==> config.mk <==
export PLATFORM = sky130hd
export DESIGN_NAME = uart_mmio_controller
export DESIGN_NICKNAME = d
export VERILOG_FILES = /design/src/rtl/uart_mmio_controller.sv
export SDC_FILE = /design/constraint.sdc
export NUM_CORES = 1
export LEC_CHECK = 0
export ABC_AREA = 0
export BUFFER_PORTS_ARGS = -buffer_cell sky130_fd_sc_hd__buf_2
export CAP_MARGIN = 10
export CORE_ASPECT_RATIO = 1.5
export CORE_MARGIN = 2
export CORE_UTILIZATION = 40
export CTS_CLUSTER_SIZE = 16
export DETAILED_ROUTE_END_ITERATION = 10
export GPL_ROUTABILITY_DRIVEN = 0
export MAX_ROUTING_LAYER = met4
export PLACE_DENSITY = 0.63
export SLEW_MARGIN = 20
export SYNTH_ARGS = -nofsm -noshare
export SYNTH_HDL_FRONTEND = slang
export SYNTH_SLANG_ARGS = --single-unit
==> constraint.sdc <==
create_clock -name clk -period 2.45 [get_ports clk]
set_input_delay 0.3675 -clock clk [delete_from_list [all_inputs] [get_ports clk]]
set_output_delay 0.3675 -clock clk [all_outputs]
set_load 0.01 [all_outputs]
==> src/rtl/uart_mmio_controller.sv <==
// UART peripheral with a byte-wide MMIO register port (data at offset 0,
// status at offset 5) and a small FIFO in each direction.
module uart_mmio_controller #(
  parameter int CLK_FREQ   = 80_000_000,
  parameter int BAUD       = 115200,
  parameter int FIFO_DEPTH = 4
) (
  input  logic       clk,
  input  logic       rst,
  input  logic       rxd,
  output logic       txd,
  input  logic       bus_req,
  input  logic       bus_we,
  input  logic [2:0] bus_addr,
  input  logic [7:0] bus_wdata,
  output logic [7:0] bus_rdata,
  output logic       bus_ack,
  output logic       rx_irq
);

  localparam int DIV   = CLK_FREQ / BAUD;
  localparam int CNT_W = $clog2(DIV);
  localparam int PTR_W = $clog2(FIFO_DEPTH);
  localparam int CNT_F = PTR_W + 1;
  localparam logic [CNT_W-1:0] DIV_LAST  = CNT_W'(DIV - 1);
  localparam logic [CNT_W-1:0] HALF_LAST = CNT_W'(DIV / 2 - 1);
  localparam logic [CNT_W-1:0] DIV_ONE   = CNT_W'(1);
  localparam logic [CNT_F-1:0] FULL      = CNT_F'(FIFO_DEPTH);

  typedef enum logic [1:0] {S_IDLE, S_START, S_DATA, S_STOP} state_t;

  logic [7:0]       tx_mem [FIFO_DEPTH];
  logic [7:0]       rx_mem [FIFO_DEPTH];
  logic [PTR_W-1:0] tx_wr_q, tx_wr_d, tx_rd_q, tx_rd_d, rx_wr_q, rx_wr_d, rx_rd_q, rx_rd_d;
  logic [CNT_F-1:0] tx_cnt_q, tx_cnt_d, rx_cnt_q, rx_cnt_d;
  state_t           tx_st_q, tx_st_d, rx_st_q, rx_st_d;
  logic [CNT_W-1:0] tx_div_q, tx_div_d, rx_div_q, rx_div_d;
  logic [2:0]       tx_bit_q, tx_bit_d, rx_bit_q, rx_bit_d;
  logic [7:0]       tx_sh_q, tx_sh_d, rx_sh_q, rx_sh_d;
  logic             txd_q, txd_d;
  logic             rx_s1_q, rx_s1_d, rx_s2_q, rx_s2_d, rx_prev_q, rx_prev_d;
  logic             ovr_q, ovr_d, fe_q, fe_d, ack_q, ack_d, irq_q, irq_d;
  logic [7:0]       rdata_q, rdata_d;
  logic             wr0, rd0, rd5, tx_full, tx_empty, rx_full, rx_empty;
  logic             tx_push, tx_pop, rx_push, rx_pop, rx_done, rx_fall;
  logic [7:0]       status;

  assign wr0      = bus_req && bus_we && (bus_addr == 3'd0);
  assign rd0      = bus_req && !bus_we && (bus_addr == 3'd0);
  assign rd5      = bus_req && !bus_we && (bus_addr == 3'd5);
  assign tx_full  = (tx_cnt_q == FULL);
  assign tx_empty = (tx_cnt_q == '0);
  assign rx_full  = (rx_cnt_q == FULL);
  assign rx_empty = (rx_cnt_q == '0);
  assign rx_fall  = rx_prev_q && !rx_s2_q;
  assign status   = {1'b0, tx_empty && (tx_st_q == S_IDLE), !tx_full, 1'b0,
                     fe_q, 1'b0, ovr_q, !rx_empty};

  // Transmitter: pops the FIFO head whenever a frame can start, including
  // straight out of STOP so queued bytes go out without an idle gap.
  always_comb begin
    tx_st_d  = tx_st_q;
    tx_div_d = tx_div_q;
    tx_bit_d = tx_bit_q;
    tx_sh_d  = tx_sh_q;
    txd_d    = txd_q;
    tx_pop   = 1'b0;
    case (tx_st_q)
      S_IDLE: begin
        if (!tx_empty) begin
          tx_pop   = 1'b1;
          tx_sh_d  = tx_mem[tx_rd_q];
          tx_st_d  = S_START;
          tx_div_d = '0;
          txd_d    = 1'b0;
        end
      end
      S_START: begin
        if (tx_div_q == DIV_LAST) begin
          tx_st_d  = S_DATA;
          tx_div_d = '0;
          tx_bit_d = '0;
          txd_d    = tx_sh_q[0];
        end else begin
          tx_div_d = tx_div_q + DIV_ONE;
        end
      end
      S_DATA: begin
        if (tx_div_q == DIV_LAST) begin
          tx_div_d = '0;
          if (tx_bit_q == 3'd7) begin
            tx_st_d = S_STOP;
            txd_d   = 1'b1;
          end else begin
            tx_bit_d = tx_bit_q + 3'd1;
            tx_sh_d  = tx_sh_q >> 1;
            txd_d    = tx_sh_q[1];
          end
        end else begin
          tx_div_d = tx_div_q + DIV_ONE;
        end
      end
      default: begin
        if (tx_div_q == DIV_LAST) begin
          tx_div_d = '0;
          if (!tx_empty) begin
            tx_pop  = 1'b1;
            tx_sh_d = tx_mem[tx_rd_q];
            tx_st_d = S_START;
            txd_d   = 1'b0;
          end else begin
            tx_st_d = S_IDLE;
            txd_d   = 1'b1;
          end
        end else begin
          tx_div_d = tx_div_q + DIV_ONE;
        end
      end
    endcase
  end

  // Receiver: synchronise rxd, detect the start edge, sample mid-bit.
  always_comb begin
    rx_s1_d   = rxd;
    rx_s2_d   = rx_s1_q;
    rx_prev_d = rx_s2_q;
    rx_st_d   = rx_st_q;
    rx_div_d  = rx_div_q;
    rx_bit_d  = rx_bit_q;
    rx_sh_d   = rx_sh_q;
    rx_done   = 1'b0;
    case (rx_st_q)
      S_IDLE: begin
        if (rx_fall) begin
          rx_st_d  = S_START;
          rx_div_d = '0;
        end
      end
      S_START: begin
        if (rx_div_q == HALF_LAST) begin
          rx_div_d = '0;
          rx_bit_d = '0;
          rx_st_d  = rx_s2_q ? S_IDLE : S_DATA;
        end else begin
          rx_div_d = rx_div_q + DIV_ONE;
        end
      end
      S_DATA: begin
        if (rx_div_q == DIV_LAST) begin
          rx_div_d = '0;
          rx_sh_d  = {rx_s2_q, rx_sh_q[7:1]};
          if (rx_bit_q == 3'd7) rx_st_d = S_STOP;
          else                  rx_bit_d = rx_bit_q + 3'd1;
        end else begin
          rx_div_d = rx_div_q + DIV_ONE;
        end
      end
      default: begin
        if (rx_div_q == DIV_LAST) begin
          rx_st_d = S_IDLE;
          rx_done = 1'b1;
        end else begin
          rx_div_d = rx_div_q + DIV_ONE;
        end
      end
    endcase
  end

  // FIFO bookkeeping, sticky error flags and the registered bus response.
  always_comb begin
    tx_push  = wr0 && (!tx_full || tx_pop);
    rx_pop   = rd0 && !rx_empty;
    rx_push  = rx_done && rx_s2_q && (!rx_full || rx_pop);
    tx_cnt_d = tx_cnt_q + CNT_F'(tx_push) - CNT_F'(tx_pop);
    rx_cnt_d = rx_cnt_q + CNT_F'(rx_push) - CNT_F'(rx_pop);
    tx_wr_d  = tx_wr_q + PTR_W'(tx_push);
    tx_rd_d  = tx_rd_q + PTR_W'(tx_pop);
    rx_wr_d  = rx_wr_q + PTR_W'(rx_push);
    rx_rd_d  = rx_rd_q + PTR_W'(rx_pop);
    // A status read clears the flags, but an event in the same cycle wins.
    ovr_d    = (ovr_q && !rd5) || (rx_done && rx_s2_q && rx_full && !rx_pop);
    fe_d     = (fe_q && !rd5) || (rx_done && !rx_s2_q);
    irq_d    = (rx_cnt_d != '0);
    ack_d    = bus_req;
    rdata_d  = 8'h00;
    if (rx_pop)   rdata_d = rx_mem[rx_rd_q];
    else if (rd5) rdata_d = status;
  end

  // Control state with synchronous active-low reset.
  always_ff @(posedge clk) begin
    if (!rst) begin
      tx_st_q  <= S_IDLE;
      tx_div_q <= '0;
      tx_bit_q <= '0;
      txd_q    <= 1'b1;
      rx_st_q  <= S_IDLE;
      rx_div_q <= '0;
      rx_bit_q <= '0;
      tx_wr_q  <= '0;
      tx_rd_q  <= '0;
      tx_cnt_q <= '0;
      rx_wr_q  <= '0;
      rx_rd_q  <= '0;
      rx_cnt_q <= '0;
      ovr_q    <= 1'b0;
      fe_q     <= 1'b0;
      ack_q    <= 1'b0;
      rdata_q  <= 8'h00;
      irq_q    <= 1'b0;
    end else begin
      tx_st_q  <= tx_st_d;
      tx_div_q <= tx_div_d;
      tx_bit_q <= tx_bit_d;
      txd_q    <= txd_d;
      rx_st_q  <= rx_st_d;
      rx_div_q <= rx_div_d;
      rx_bit_q <= rx_bit_d;
      tx_wr_q  <= tx_wr_d;
      tx_rd_q  <= tx_rd_d;
      tx_cnt_q <= tx_cnt_d;
      rx_wr_q  <= rx_wr_d;
      rx_rd_q  <= rx_rd_d;
      rx_cnt_q <= rx_cnt_d;
      ovr_q    <= ovr_d;
      fe_q     <= fe_d;
      ack_q    <= ack_d;
      rdata_q  <= rdata_d;
      irq_q    <= irq_d;
    end
  end

  // Datapath storage; the synchroniser keeps sampling through reset so a line
  // held low by a cut-off frame is not mistaken for a fresh start edge.
  always_ff @(posedge clk) begin
    rx_s1_q   <= rx_s1_d;
    rx_s2_q   <= rx_s2_d;
    rx_prev_q <= rx_prev_d;
    tx_sh_q   <= tx_sh_d;
    rx_sh_q   <= rx_sh_d;
    if (tx_push) tx_mem[tx_wr_q] <= bus_wdata;
    if (rx_push) rx_mem[rx_wr_q] <= rx_sh_q;
  end

  assign txd       = txd_q;
  assign bus_ack   = ack_q;
  assign bus_rdata = rdata_q;
  assign rx_irq    = irq_q;

endmodule

Word-level counts from Yosys, hierarchy flattened

Memories as Yosys holds them, arrays and structs flattened. A register that Yosys moved wholly into a read port is not among the register bits.
Cells that the tools add are included.

$add $sub $neg: 12
Eq/ne operators: 23
Multiplexer cells: 55
Bitwise logic cells: 1
Reduce and logical (&&, ||, !) cells: 47

Operator list:

| operator                                       | number |
|---|---|
| 2-to-1 mux 10 bit                              | 7 |
| 2-to-1 mux 8 bit                               | 5 |
| one-hot mux 10 bit (3 select lines)            | 1 |
| 2-to-1 mux 2 bit                               | 13 |
| one-hot mux 8 bit (3 select lines)             | 1 |
| adder 10 x 1 -> 10 bit, second input constant  | 2 |
| == test 10 bit, second input constant          | 2 |
| inequality test 2 bit, second input constant   | 10 |
| 2-to-1 mux 3 bit                               | 6 |
| logical AND 1 bit                              | 16 |
| AND reduction 4 bit                            | 4 |
| == test 3 bit, second input constant           | 5 |
| 2-to-1 mux 1 bit                               | 15 |
| one-hot mux 2 bit (3 select lines)             | 2 |
| one-hot mux 3 bit (2 select lines)             | 2 |
| == test 10 x 9 -> 1 bit, second input constant | 1 |
| AND reduction 5 bit                            | 2 |
| zero test 3 bit                                | 3 |
| adder 2 x 1 -> 2 bit                           | 4 |
| zero test 1 bit                                | 7 |
| 2-to-1 mux 7 bit                               | 1 |
| adder 3 x 1 -> 3 bit                           | 2 |
| adder 3 x 1 -> 3 bit, second input constant    | 2 |
| nonzero test 2 bit                             | 3 |
| 13 further kinds                               | 22 |

Register bits: 76
Memory bits (writable): 64
Input bits: 16
Output and inout bits: 11
Logic and storage cells: 163
Memories: 2

Memory list:

| memory | depth | bits a word | read ports | clocked after Yosys merged registers in | write ports | line | source |
|---|---|---|---|---|---|---|---|
| rx_mem | 4     | 8           | 1          | 1                                       | 1           | 33   | `logic [7:0] rx_mem [FIFO_DEPTH];` |
| tx_mem | 4     | 8           | 1          | 1                                       | 1           | 32   | `logic [7:0] tx_mem [FIFO_DEPTH];` |

Depth between registers and ports, before layout

Gate-level depths: netlist of the first run.

Word-level depth: 9
Gate-level depth with buffers: 14
Gate-level depth less buffers: 13

Worst setup path after synthesis of the first run

OpenSTA, ideal clock, no wires.

Path kind: register to register
Start: register rx_div_q[1]
End: register irq_q, in the netlist rx_irq
Data arrival time: 2575 ps
Required time: 2322 ps
Setup slack: -253 ps
Cell stages (with the launch flop): 14
Period minus slack after synthesis: 2703 ps
Cells stage by stage: dfxtp_1 -> inv_1 -> ha_1 -> nand4b_2 -> nor4_4 -> and3_4 -> nand3_4 -> ha_1 -> inv_1 -> ha_1 -> fa_1 -> xnor2_1 -> nor3_1 -> nor2_1

Longest elaborated chain between the ends: 8

RTL lines:

| element                        | line | source |
|---|---|---|
| start, declared                | 37   | `logic [CNT_W-1:0] tx_div_q, tx_div_d, rx_div_q, rx_div_d;` |
| start signal, assigned         | 217  | `rx_div_q <= rx_div_d;` |
| == test 10 bit                 | 159  | `if (rx_div_q == DIV_LAST) begin` |
| 2-to-1 mux 1 bit               | 159  |  |
| 2-to-1 mux 1 bit               | 132  | `case (rx_st_q)` |
| logical AND 1 bit (2 in a row) | 173  | `rx_push = rx_done && rx_s2_q && (!rx_full \|\| rx_pop);` |
| adder 3 x 1 -> 3 bit           | 175  | `rx_cnt_d = rx_cnt_q + CNT_F'(rx_push) - CNT_F'(rx_pop);` |
| subtractor 3 x 1 -> 3 bit      | 175  |  |
| nonzero test 3 bit             | 183  | `irq_d = (rx_cnt_d != '0);` |
| end signal, assigned           | 229  | `irq_q <= irq_d;` |
| end, declared                  | 42   | `logic ovr_q, ovr_d, fe_q, fe_d, ack_q, ack_d, irq_q, irq_d;` |

Every way passes these cells.
A chain may end at the register's enable or synchronous reset.

Worst setup path after layout of the first run

Start: register tx_div_q[1]
End: register tx_cnt_q[2]

Longest elaborated chain between the ends: 7

RTL lines:

| element                              | line | source |
|---|---|---|
| start, declared                      | 37   |  |
| start signal, assigned               | 213  | `tx_div_q <= tx_div_d;` |
| == test 10 bit *                     | 104  | `if (tx_div_q == DIV_LAST) begin` |
| 2-to-1 mux 1 bit *                   | 104  |  |
| one-hot mux 1 bit (2 select lines) * | 68   | `case (tx_st_q)` |
| logical OR 1 bit                     | 171  | `tx_push = wr0 && (!tx_full \|\| tx_pop);` |
| logical AND 1 bit                    | 171  |  |
| adder 3 x 1 -> 3 bit                 | 174  | `tx_cnt_d = tx_cnt_q + CNT_F'(tx_push) - CNT_F'(tx_pop);` |
| subtractor 3 x 1 -> 3 bit *          | 174  |  |
| end signal, assigned                 | 221  | `tx_cnt_q <= tx_cnt_d;` |
| end, declared                        | 35   | `logic [CNT_F-1:0] tx_cnt_q, tx_cnt_d, rx_cnt_q, rx_cnt_d;` |

Mark *: on every way between the ends. The rest lies on a longest branch, timed or not.

==> results.md, run 1 <==
- Status: finished, violations left
- Violations in the final reports: setup timing
- Row Count: 54
- Crit path capture: tx_cnt_q[2]$_SDFF_PN0_
- FF/Latch Area: 3610 um2
- Overall power: 6590 uW
- Clk slew on worst S/H paths: 0.06 ns
- Leak pwr: 0.00275 uW
- Top cells by area, synth: edfxtp_1, dfxtp_1, mux4_2
- Power per Cell Area: 894 nW/um2
- F_max: 402 MHz
- FF-to-FF path depth: 13
- CTS root buf: clkbuf_16
- Avg Inst Size Synth: 12.8 um2
- Largest net degree at the start of global routing: 28
- Hold Fails Final Rpt: 0
- Area of the multi-input gates: 2360 um2
- Synth cell types: 68
- Syn Std Cell Area: 6010 um2
- Post-synth EDFFs: 80
- Die Ht: 154 um
- Worst Path Required: 2.75 ns
- Number of global-route vias before repair: 4012
- Mapped Cells: 468
- Yosys top cell area share: 0.400
- Fin crit period: 2.49 ns
- Io pins: 27
- Wirelength per Cell: 16.0 um
- Die width: 104 um
- Kind of critical path: reg2reg
- Worst Setup SP: tx_div_q[1]$_SDFFE_PN0N_
- Final WS setup: -0.0353 ns
- Register bit count reported by yosys: 140
- DRT antenna net count: 0
- Slew Limit Fails: 0
- Slew @ Worst Pin: 0.735 ns
- Total GRT Usage: 0.164
- YS warnings: 0
- Post-Route Utilization: 0.505
- Initial DRT Pass Iterations: 6
- Fill cells: 1269
- Deepest clock path buffer count: 2
- Clock Latency Late Sink: 0.42 ns
- TritonCTS Buffers: 17
- Crit start category: flip-flop
- DR vias/cell: 5.20
- Initial DRC Count: 165
- DP HPWL: 8270 um
- Synthesis-to-finish area growth: 22.6%
- Slew HR: 0.508
- VDD IR max: 0.411 mV
- Layout cells sized above 1: 0.300
- Design area: 7370 um2
- # port buffers: 26
- Die area: 16000 um2
- Worst reg2reg setup slack: -0.04 ns
- RSZ-0062 raised after global routing: true
- CP Data Arrival Time: 2.79 ns
- Share of synthesized registers carrying an async set or reset: 0
- Min-Delay Path Depth: 1
- Dominant cell type by area after synthesis: edfxtp_1
- CP Capture Type: flip-flop
- Post-synth top flop: edfxtp_1
- DRC violations left: 0
- Total core area: 14600 um2
- Sequential element share of the synthesized area: 0.600
- FF-to-FF End: tx_cnt_q[2]$_SDFF_PN0_
- Net Count, Synth: 507
- Reg2reg start: tx_div_q[1]$_SDFFE_PN0N_
- Worst min path class: in2reg
- CTS tree: yes
- Remaining Overflow, GRT: 0
- Max FO, Critical Path: 2
- Maxcap violations: 0
- Ant diodes: 0
- Clock Skew: 0.0139 ns
- Final worst-path cycle share: 1.01
- Sink Count: 140
- Initial antenna violation count: 0
- Vias: 3928
- Final Net Count: 586
- Global-route wire length before repair: 20000 um
- Setup Viol. Count Final: 1
- WL final: 12100 um
- Post-Place Worst Slack: -0.191 ns
- Initial Util: 0.412
- H-tree depth: 4
- Area after DPL: 6720 um2
-- registers in the layout (all words and copies together), names as in the netlist, 3 cells and up --
name	flops
tx_mem	32
rx_cnt_q	3
rx_sh_q	8
bus_rdata	8
rx_div_q	10
tx_div_q	10
rx_bit_q	3
tx_cnt_q	3
tx_sh_q	8
rx_mem	32
tx_bit_q	3
-- placed cells by master (no fill, tap or decap), types with 13 or more instances in the layout --
| cell type | synthesis | routed |
|---|---|---|
| ha_1 | 21 | 15 |
| nor3_1 | 14 | 13 |
| dfxtp_1 | 60 | 56 |
| nand3_1 | 22 | 22 |
| nor2_1 | 37 | 37 |
| inv_1 | 20 | 16 |
| o21ai_0 | 14 | 14 |
| nand2_1 | 32 | 32 |
| buf_2 | 3 | 26 |
| mux4_2 | 16 | 16 |
| buf_4 | 0 | 50 |
| edfxtp_1 | 80 | 80 |
| clkbuf_16 | 0 | 17 |
-- what timing repair did --
| item | in CTS | in global routing |
|---|---|---|
| resized for setup | 2 | 7 |
| pin swaps | 6 | 0 |
| endpoints found under the setup margin | 2 | 13 |
| hold buffers | 0 | 0 |
| buffers inserted | 1 | 3 |
-- critical path, cell delays in order, from the launching register on --
cell and delay [ns]:
dfxtp_2 0.32, inv_2 0.07, ha_4 0.11, and4b_1 0.20
and3_4 0.19, mux2i_2 0.07, a31o_2 0.28, ha_4 0.27
inv_2 0.04, ha_4 0.14, fa_2 0.35, xnor2_2 0.14
xnor2_1 0.13, nor2_1 0.06
-- cells in the mapped netlist (all sizes together), types with 2 or more instances --
master  instances
edfxtp         80
dfxtp          60
nor2           37
nand2          33
nand3          24
ha             21
inv            21
mux4           16
o21ai          16
nor3           15
and2           12
a21oi          11
clkbuf         10
mux2i          10
a31oi           9
nor2b           9
and3            8
a22o            7
a22oi           7
xnor2           7
buf             6
nor3b           5
nand2b          3
nand3b          3
nor4            3
xor2            3
a31o            2
fa              2
nand4           2
o22ai           2
or2             2
or3             2
-- cell type report --
class | instances | share of cell area
clock inverter | 15 | 0.0195
tap | 196 | 0.0333
multi-input combinational | 291 | 0.321
clock buffer | 17 | 0.0577
sequential | 140 | 0.490
timing repair buffer | 76 | 0.0686
inverter | 21 | 0.0107
-- cell families (layout without fill, tap and decap cells) --
kind of cell             count (synthesis)  in the layout  share of synthesized area
AND/OR/NAND/NOR                        166            166                      0.153
multiplexers                            26             26                     0.0766
buffers and inverters                   37            129                     0.0279
XOR/XNOR                                10             10                     0.0146
flip-flops                             140            140                      0.599
AO/OA/AOI/OAI                           66             66                     0.0783
adder cells (fa/ha/maj)                 23             23                     0.0504
-- layer usage --
metal	vias to the layer above	GRT usage	part of all wire
met5	-	-	0
met4	0	0.0682	0.019
met3	19	0.0343	0.020
met2	57	0.292	0.55
met1	1957	0.178	0.41
li1	1895	-	-
-- worst min path at each step --
stage               startpoint                end  slack, ns
2_1_floorplan  rx_s1_q$_DFF_P_  rx_prev_d$_DFF_P_       0.31
5_1_grt                    rxd    rx_s1_q$_DFF_P_       0.04
3_5_place_dp   rx_s1_q$_DFF_P_  rx_prev_d$_DFF_P_       0.32
4_1_cts                    rxd    rx_s1_q$_DFF_P_       0.03
6_report                   rxd    rx_s1_q$_DFF_P_       0.05
3_3_place_gp   rx_s1_q$_DFF_P_  rx_prev_d$_DFF_P_       0.32
-- power breakdown --
part           internal, uW  leakage [uW]  switching (uW)  total [uW]
Sequential             2680       0.00121             141        2820
Combinational           600       0.00125             667        1270
Clock                  1360      0.000285            1140        2500
Total                  4640       0.00275            1950        6590
-- through the flow --
step / hold slack (ns) / instances / TNS, ns
floorplan: 0.310 / 468 / -0.354
global placement: 0.315 / 720 / -0.172
detailed placement: 0.324 / 720 / -0.486
CTS: 0.0325 / 753 / -0.0430
global route: 0.0399 / 756 / -0.333
finish: 0.0523 / 756 / -0.0353
(Power assumes the default switching activity.)
==> run 2, diff against run 1 <==
--- a/config.mk
+++ b/config.mk
@@ -5,7 +5,6 @@
 export SDC_FILE = /design/constraint.sdc
 export NUM_CORES = 1
 export LEC_CHECK = 0
-export ABC_AREA = 0
 export BUFFER_PORTS_ARGS = -buffer_cell sky130_fd_sc_hd__buf_2
 export CAP_MARGIN = 10
 export CORE_ASPECT_RATIO = 1.5
==> constraint.sdc (replaced) <==
create_clock -name clk -period 2.2 [get_ports clk]
set_input_delay 0.33 -clock clk [delete_from_list [all_inputs] [get_ports clk]]
set_output_delay 0.33 -clock clk [all_outputs]
set_load 0.01 [all_outputs]
==> results.md, run 2 (same netlist as run 1, synthesis figures left out) <==
- RSZ-0062 raised after global routing: true
- Number of global-route vias before repair: 4195 (+4.6%)
- FF/Latch Area: 3610 um2 (unchanged)
- Die Ht: 154 um (unchanged)
- Largest regs: rx_mem x32, tx_mem x32
- CTS tree: yes
- Row Count: 54 (unchanged)
- Sink Count: 140 (unchanged)
- Most frequent cells in the layout: edfxtp_1, buf_4, dfxtp_1
- # port buffers: 26 (unchanged)
- Remaining Overflow, GRT: 0 (unchanged)
- Max FO, Critical Path: 2 (unchanged)
- Vias: 4016 (+2.2%)
- Leak pwr: 0.00283 uW (+2.8%)
- Synthesis-to-finish area growth: 25.8%
- Area of the multi-input gates: 2380 um2 (+0.85%)
- Slew HR: 0.648 (+0.140)
- Total GRT Usage: 0.167 (+0.00222)
- Initial antenna violation count: 0 (unchanged)
- Power per Cell Area: 966 nW/um2 (+8.0%)
- Layout cells sized above 1: 0.325 (+0.0247)
- Setup Viol. Count Final: 5 (+4)
- Final WS setup: -0.317 ns (-0.282 ns)
- Worst path cell trace: inv_2 -> ha_4 -> and4b_1 -> and3_4 -> mux2i_2 -> a31o_2 -> ha_4 -> inv_4 -> ha_4 -> fa_2 -> xnor2_2 -> xnor2_1 -> nor2_1
- WL final: 12400 um (+2.7%)
- Crit-path max cell delay: 0.35 ns (about the same)
- CP bufs+invs: 2 (unchanged)
- H-tree depth: 4 (unchanged)
- Slew Limit Fails: 0 (unchanged)
- DRT antenna net count: 0 (unchanged)
- Clock Skew: 0.00697 ns (-0.00692 ns)
- TritonCTS Buffers: 17 (unchanged)
- Clk slew on worst S/H paths: 0.06 ns (about the same)
- Worst Path Required: 2.49 ns (-0.26 ns)
- Fin crit period: 2.52 ns (+0.0317 ns)
- DR vias/cell: 5.18 (-0.27%)
- CTS root buf: clkbuf_16
- Status: finished, violations left
- Final Net Count: 606 (+3.4%)
- Post-Route Utilization: 0.518 (+0.0130)
- Global-route wire length before repair: 20400 um (+2.0%)
- Hold Fails Final Rpt: 0 (unchanged)
- Fill cells: 1286 (+1.3%)
- Crit-path most repeated cell: ha_4
- Maxcap violations: 0 (unchanged)
- Delay-heaviest family, CP: adder cells
- Deepest clock path buffer count: 2 (unchanged)
- Crit start category: flip-flop
- Most common cell after layout, fill and taps aside: edfxtp_1
- Die area: 16000 um2 (unchanged)
- Largest net degree at the start of global routing: 28 (unchanged)
- VDD IR max: 0.520 mV (+26%)
- Slew @ Worst Pin: 0.524 ns (-0.211 ns)
- F_max: 397 MHz (-1.3%)
- Initial Util: 0.412 (unchanged)
- Ant diodes: 0 (unchanged)
- Initial DRC Count: 183 (+11%)
- Slowest cell on crit path: fa_2
- DRC violations left: 0 (unchanged)
- DP Cell Count: 736 (+2.2%)
- Wirelength per Cell: 16.0 um (+0.19%)
- CP Capture Type: flip-flop
- Violations in the final reports: setup timing
- DP HPWL: 8410 um (+1.6%)
- Kind of critical path: reg2reg
- Die width: 104 um (unchanged)
- Worst min path class: in2reg
- Post-Layout Cell Count: 775 (+2.5%)
- Io pins: 27 (unchanged)
- CP Data Arrival Time: 2.81 ns (+0.02 ns)
- Final worst-path cycle share: 1.14 (+0.130)
- Clock Latency Late Sink: 0.41 ns (about the same)
- Initial DRT Pass Iterations: 4 (-2)
- Total core area: 14600 um2 (unchanged)
==> run 2: cell count changes in the layout (fill, tap and decap cells not counted), moves of 2 or more <==
| cell | previous run | this run |
|---|---|---|
| buf_12 | 0 | 2 |
| buf_4 | 50 | 64 |
| buf_6 | 0 | 3 |
| clkbuf_1 | 0 | 2 |
| clkinvlp_4 | 0 | 3 |
| inv_6 | 6 | 4 |
| inv_8 | 7 | 0 |
| nor2_1 | 37 | 35 |
| nor2_2 | 0 | 2 |
==> run 2: metal layers <==
metal | vias up | wire length (um) | GRT usage
met3 | 21 | 296 | 0.0377
met1 | 1998 | 5010 | 0.184
li1 | 1938 | - | -
met4 | 0 | 282 | 0.0772
met5 | - | 0 | -
met2 | 59 | 6830 | 0.286
==> run 2: timing repair <==
item | 4_1_cts | 5_1_grt
pin swaps | 4 | 4
resized for setup | 3 | 14
endpoints found under the hold margin | 1 | 0
setup endpoints to repair | 21 | 37
setup buffers | 2 | 6
hold buffers | 1 | 0
==> run 2: worst paths after layout <==
path                                                from                      to  slack (ns)  cells after the start
worst max-delay path            tx_div_q[1]$_SDFFE_PN0N_  tx_cnt_q[2]$_SDFF_PN0_       -0.32                     13
worst min-delay path                        bus_wdata[3]  tx_mem[0][3]$_DFFE_PP_        0.13                      1
worst max register to register  tx_div_q[1]$_SDFFE_PN0N_  tx_cnt_q[2]$_SDFF_PN0_       -0.32                     13
worst min register to register           rx_s1_q$_DFF_P_       rx_prev_d$_DFF_P_        0.33                      0
==> run 2: cell type report <==
cell class	instances	share of cell area
Tap cell	196	0.0324
Inverter	21	0.0108
Clock buffer	19	0.0573
Sequential cell	140	0.477
Clock inverter	12	0.0152
Timing Repair Buffer	96	0.0918
Multi-Input combinational cell	291	0.315
==> run 2: stage by stage <==
| stage | cell area [um2] | hold WS, ns | power, uW | TNS, ns | setup slack (ns) |
|---|---|---|---|---|---|
| after floorplan | 6090 | 0.310 | 4110 | -5.17 | -0.388 |
| after global placement | 6860 | 0.315 | 4510 | -3.11 | -0.263 |
| after detailed placement | 6860 | 0.314 | 4570 | -3.96 | -0.381 |
| after CTS | 7440 | 0.114 | 7240 | -1.17 | -0.315 |
| after global routing | 7560 | 0.114 | 7670 | -2.15 | -0.404 |
| final | 7560 | 0.133 | 7300 | -1.10 | -0.317 |
==> run 2: power breakdown <==
group	total (uW)	internal (uW)	switching [uW]
clock network	2660	1560	1110
logic	1520	709	811
registers	3120	2990	127
total	7300	5260	2040
==> run 3, diff against run 2 <==
--- a/config.mk
+++ b/config.mk
@@ -7,7 +7,7 @@
 export LEC_CHECK = 0
 export BUFFER_PORTS_ARGS = -buffer_cell sky130_fd_sc_hd__buf_2
 export CAP_MARGIN = 10
-export CORE_ASPECT_RATIO = 1.5
+export CORE_ASPECT_RATIO = 0.6
 export CORE_MARGIN = 2
 export CORE_UTILIZATION = 40
 export CTS_CLUSTER_SIZE = 16
==> constraint.sdc (replaced) <==
create_clock -name clk -period 2.1 [get_ports clk]
set_input_delay 0.315 -clock clk [delete_from_list [all_inputs] [get_ports clk]]
set_output_delay 0.315 -clock clk [all_outputs]
set_load 0.01 [all_outputs]
==> results.md, run 3 (same netlist as run 1, synthesis figures left out) <==
- Clk slew on worst S/H paths: 0.06 ns (about the same)
- Leak pwr: 0.00289 uW (+2.0%)
- Die Ht: 99.0 um (-36%)
- DP Cell Count: 745 (+1.2%)
- Worst min path class: in2reg
- GR peak layer: met1
- F_max: 398 MHz (+0.16%)
- Row Count: 34 (-37%)
- Clock Latency Late Sink: 0.42 ns (about the same)
- Max FO, Critical Path: 2 (unchanged)
- CP Capture Type: flip-flop
- Die area: 16100 um2 (about the same)
- Worst Setup SP: tx_div_q[1]$_SDFFE_PN0N_
- RSZ-0062 raised after global routing: true
- Hold Fails Final Rpt: 0 (unchanged)
- Die width: 162 um (+56%)
- Final WS setup: -0.413 ns (-0.0961 ns)
- H-tree depth: 4 (unchanged)
- Initial antenna violation count: 0 (unchanged)
- Maxcap violations: 0 (unchanged)
- Final worst-path cycle share: 1.20 (+0.0526)
- Slew @ Worst Pin: 0.528 ns (+0.00388 ns)
- Worst Path Required: 2.40 ns (-0.09 ns)
- Status: finished, violations left
- Most common cell after layout, fill and taps aside: edfxtp_1
- Fin Hold WS: 0.115 ns (-0.0183 ns)
- Post-Layout Cell Count: 785 (+1.3%)
- Initial Util: 0.412 (about the same)
- CP Data Arrival Time: 2.82 ns (about the same)
- Kind of critical path: reg2reg
- Remaining Overflow, GRT: 0 (unchanged)
- Met3 usage: 0.0484 (+0.0107)
- Reg2reg start: tx_div_q[1]$_SDFFE_PN0N_
- Final Net Count: 613 (+1.2%)
- Ant diodes: 0 (unchanged)
- Total core area: 14600 um2 (about the same)
- Sink Count: 140 (unchanged)
- Min-delay src: bus_wdata[2]
- Number of global-route vias before repair: 4016 (-4.3%)
- DRC violations left: 0 (unchanged)
- Fill cells: 1219 (-5.2%)
- Global-route wire length before repair: 20800 um (+2.1%)
- Wirelength per Cell: 16.0 um (about the same)
- Slew HR: 0.645 (-0.00261)
- CTS tree: yes
- DP HPWL: 8660 um (+3.0%)
- GR Layer Usage met1: 0.254 (+0.0697)
- Initial DRT Pass Iterations: 4 (unchanged)
- Largest regs: rx_mem x32, tx_mem x32
- WL final: 12600 um (+1.3%)
- DR vias/cell: 5.21 (+0.45%)
- Area of the multi-input gates: 2430 um2 (+2.2%)
- Initial DRC Count: 336 (+84%)
- FF/Latch Area: 3610 um2 (unchanged)
- Slew Limit Fails: 0 (unchanged)
- Violations in the final reports: setup timing
- Io pins: 27 (unchanged)
- Design area: 7720 um2 (+2.1%)
- VDD IR max: 0.535 mV (+2.9%)
- CTS root buf: clkbuf_16
- # port buffers: 26 (unchanged)
- Crit start category: flip-flop
- Deepest clock path buffer count: 2 (unchanged)
- Clock Skew: 0.0137 ns (+0.00672 ns)
- FF-to-FF End: tx_cnt_q[2]$_SDFF_PN0_
- Worst reg2reg setup slack: -0.41 ns (-0.10 ns)
- Synthesis-to-finish area growth: 28.4%
- Min-Delay Path Depth: 1 (unchanged)
- Setup Viol. Count Final: 37 (+32)
- Layout cells sized above 1: 0.342 (+0.0177)
- Fin crit period: 2.51 ns (-0.00392 ns)
- DRT antenna net count: 0 (unchanged)
- Power per Cell Area: 1020 nW/um2 (+5.2%)
- TritonCTS Buffers: 17 (unchanged)
- Total GRT Usage: 0.174 (+0.00739)
- Min-Delay Endpoint: tx_mem[0][2]$_DFFE_PP_
- Vias: 4086 (+1.7%)
- Overall power: 7840 uW (+7.4%)
- FF-to-FF path depth: 13 (unchanged)
- Most frequent cells in the layout: edfxtp_1, buf_4, dfxtp_1
- GR Util met2: 0.240 (-0.0455)
- Area after DPL: 6950 um2 (+1.3%)
- Largest net degree at the start of global routing: 28 (unchanged)
==> run 3: cell count changes in the layout (fill, tap and decap cells not counted), sizes merged <==
cell      previous run  this run
buf                 95       102
clkbuf              19        17
clkinv               3         2
clkinvlp             4         3
inv                 25        30
==> run 3: cell type report <==
class                   count  area share
clock buffers              17      0.0551
flip-flops and latches    140       0.468
multi-input cells         291       0.316
repair buffers            103      0.0992
well taps                 198      0.0321
inverters                  21      0.0109
clock inverters            15      0.0196
==> run 3: worst max path at each step <==
stage / end / depth (start not counted) / slack, ns
6_report: tx_cnt_q[2]$_SDFF_PN0_ / 13 / -0.41
5_1_grt: tx_cnt_q[2]$_SDFF_PN0_ / 13 / -0.54
4_1_cts: tx_cnt_q[2]$_SDFF_PN0_ / 13 / -0.40
3_5_place_dp: tx_cnt_q[2]$_SDFF_PN0_ / 13 / -0.50
3_3_place_gp: tx_cnt_q[2]$_SDFF_PN0_ / 13 / -0.39
2_1_floorplan: tx_cnt_q[2]$_SDFF_PN0_ / 14 / -0.49
==> run 3: what timing repair did <==
action / 4_1_cts / 5_1_grt
setup endpoints to repair: 55 / 69
endpoints found under the hold margin: 1 / 0
resized for setup: 18 / 13
hold buffers: 1 / 0
pin swaps: 10 / 4
buffers inserted: 6 / 3
==> run 3: worst max-delay path: stages (launching register included) <==
cell	delay [ns]
dfxtp_2	0.32
inv_2	0.07
ha_4	0.12
and4b_1	0.20
and3_4	0.21
mux2i_2	0.08
a31o_2	0.26
ha_4	0.26
inv_2	0.03
ha_4	0.14
fa_2	0.34
xnor2_2	0.14
xnor2_1	0.15
nor2_1	0.06
==> run 3: power by group <==
part	switching (uW)	internal (uW)	leakage (uW)
combinational	886	769	0.00140
clock	1260	1670	0.000275
sequential	124	3130	0.00121
==> run 3: metrics by stage <==
stage	setup TNS [ns]	worst slack, ns	util
2_1_floorplan	-8.24	-0.488	-
3_3_place_gp	-4.41	-0.387	0.476
3_5_place_dp	-7.26	-0.497	0.476
4_1_cts	-1.66	-0.403	0.525
5_1_grt	-7.79	-0.538	0.529
6_report	-3.79	-0.413	0.529
==> run 3: per-layer routing <==
layer  wire length [um]  vias to the layer above
met5                  0                        -
met3                553                        5
li1                   -                     1954
met2               5570                       85
met4                 77                        0
met1               6380                     2042
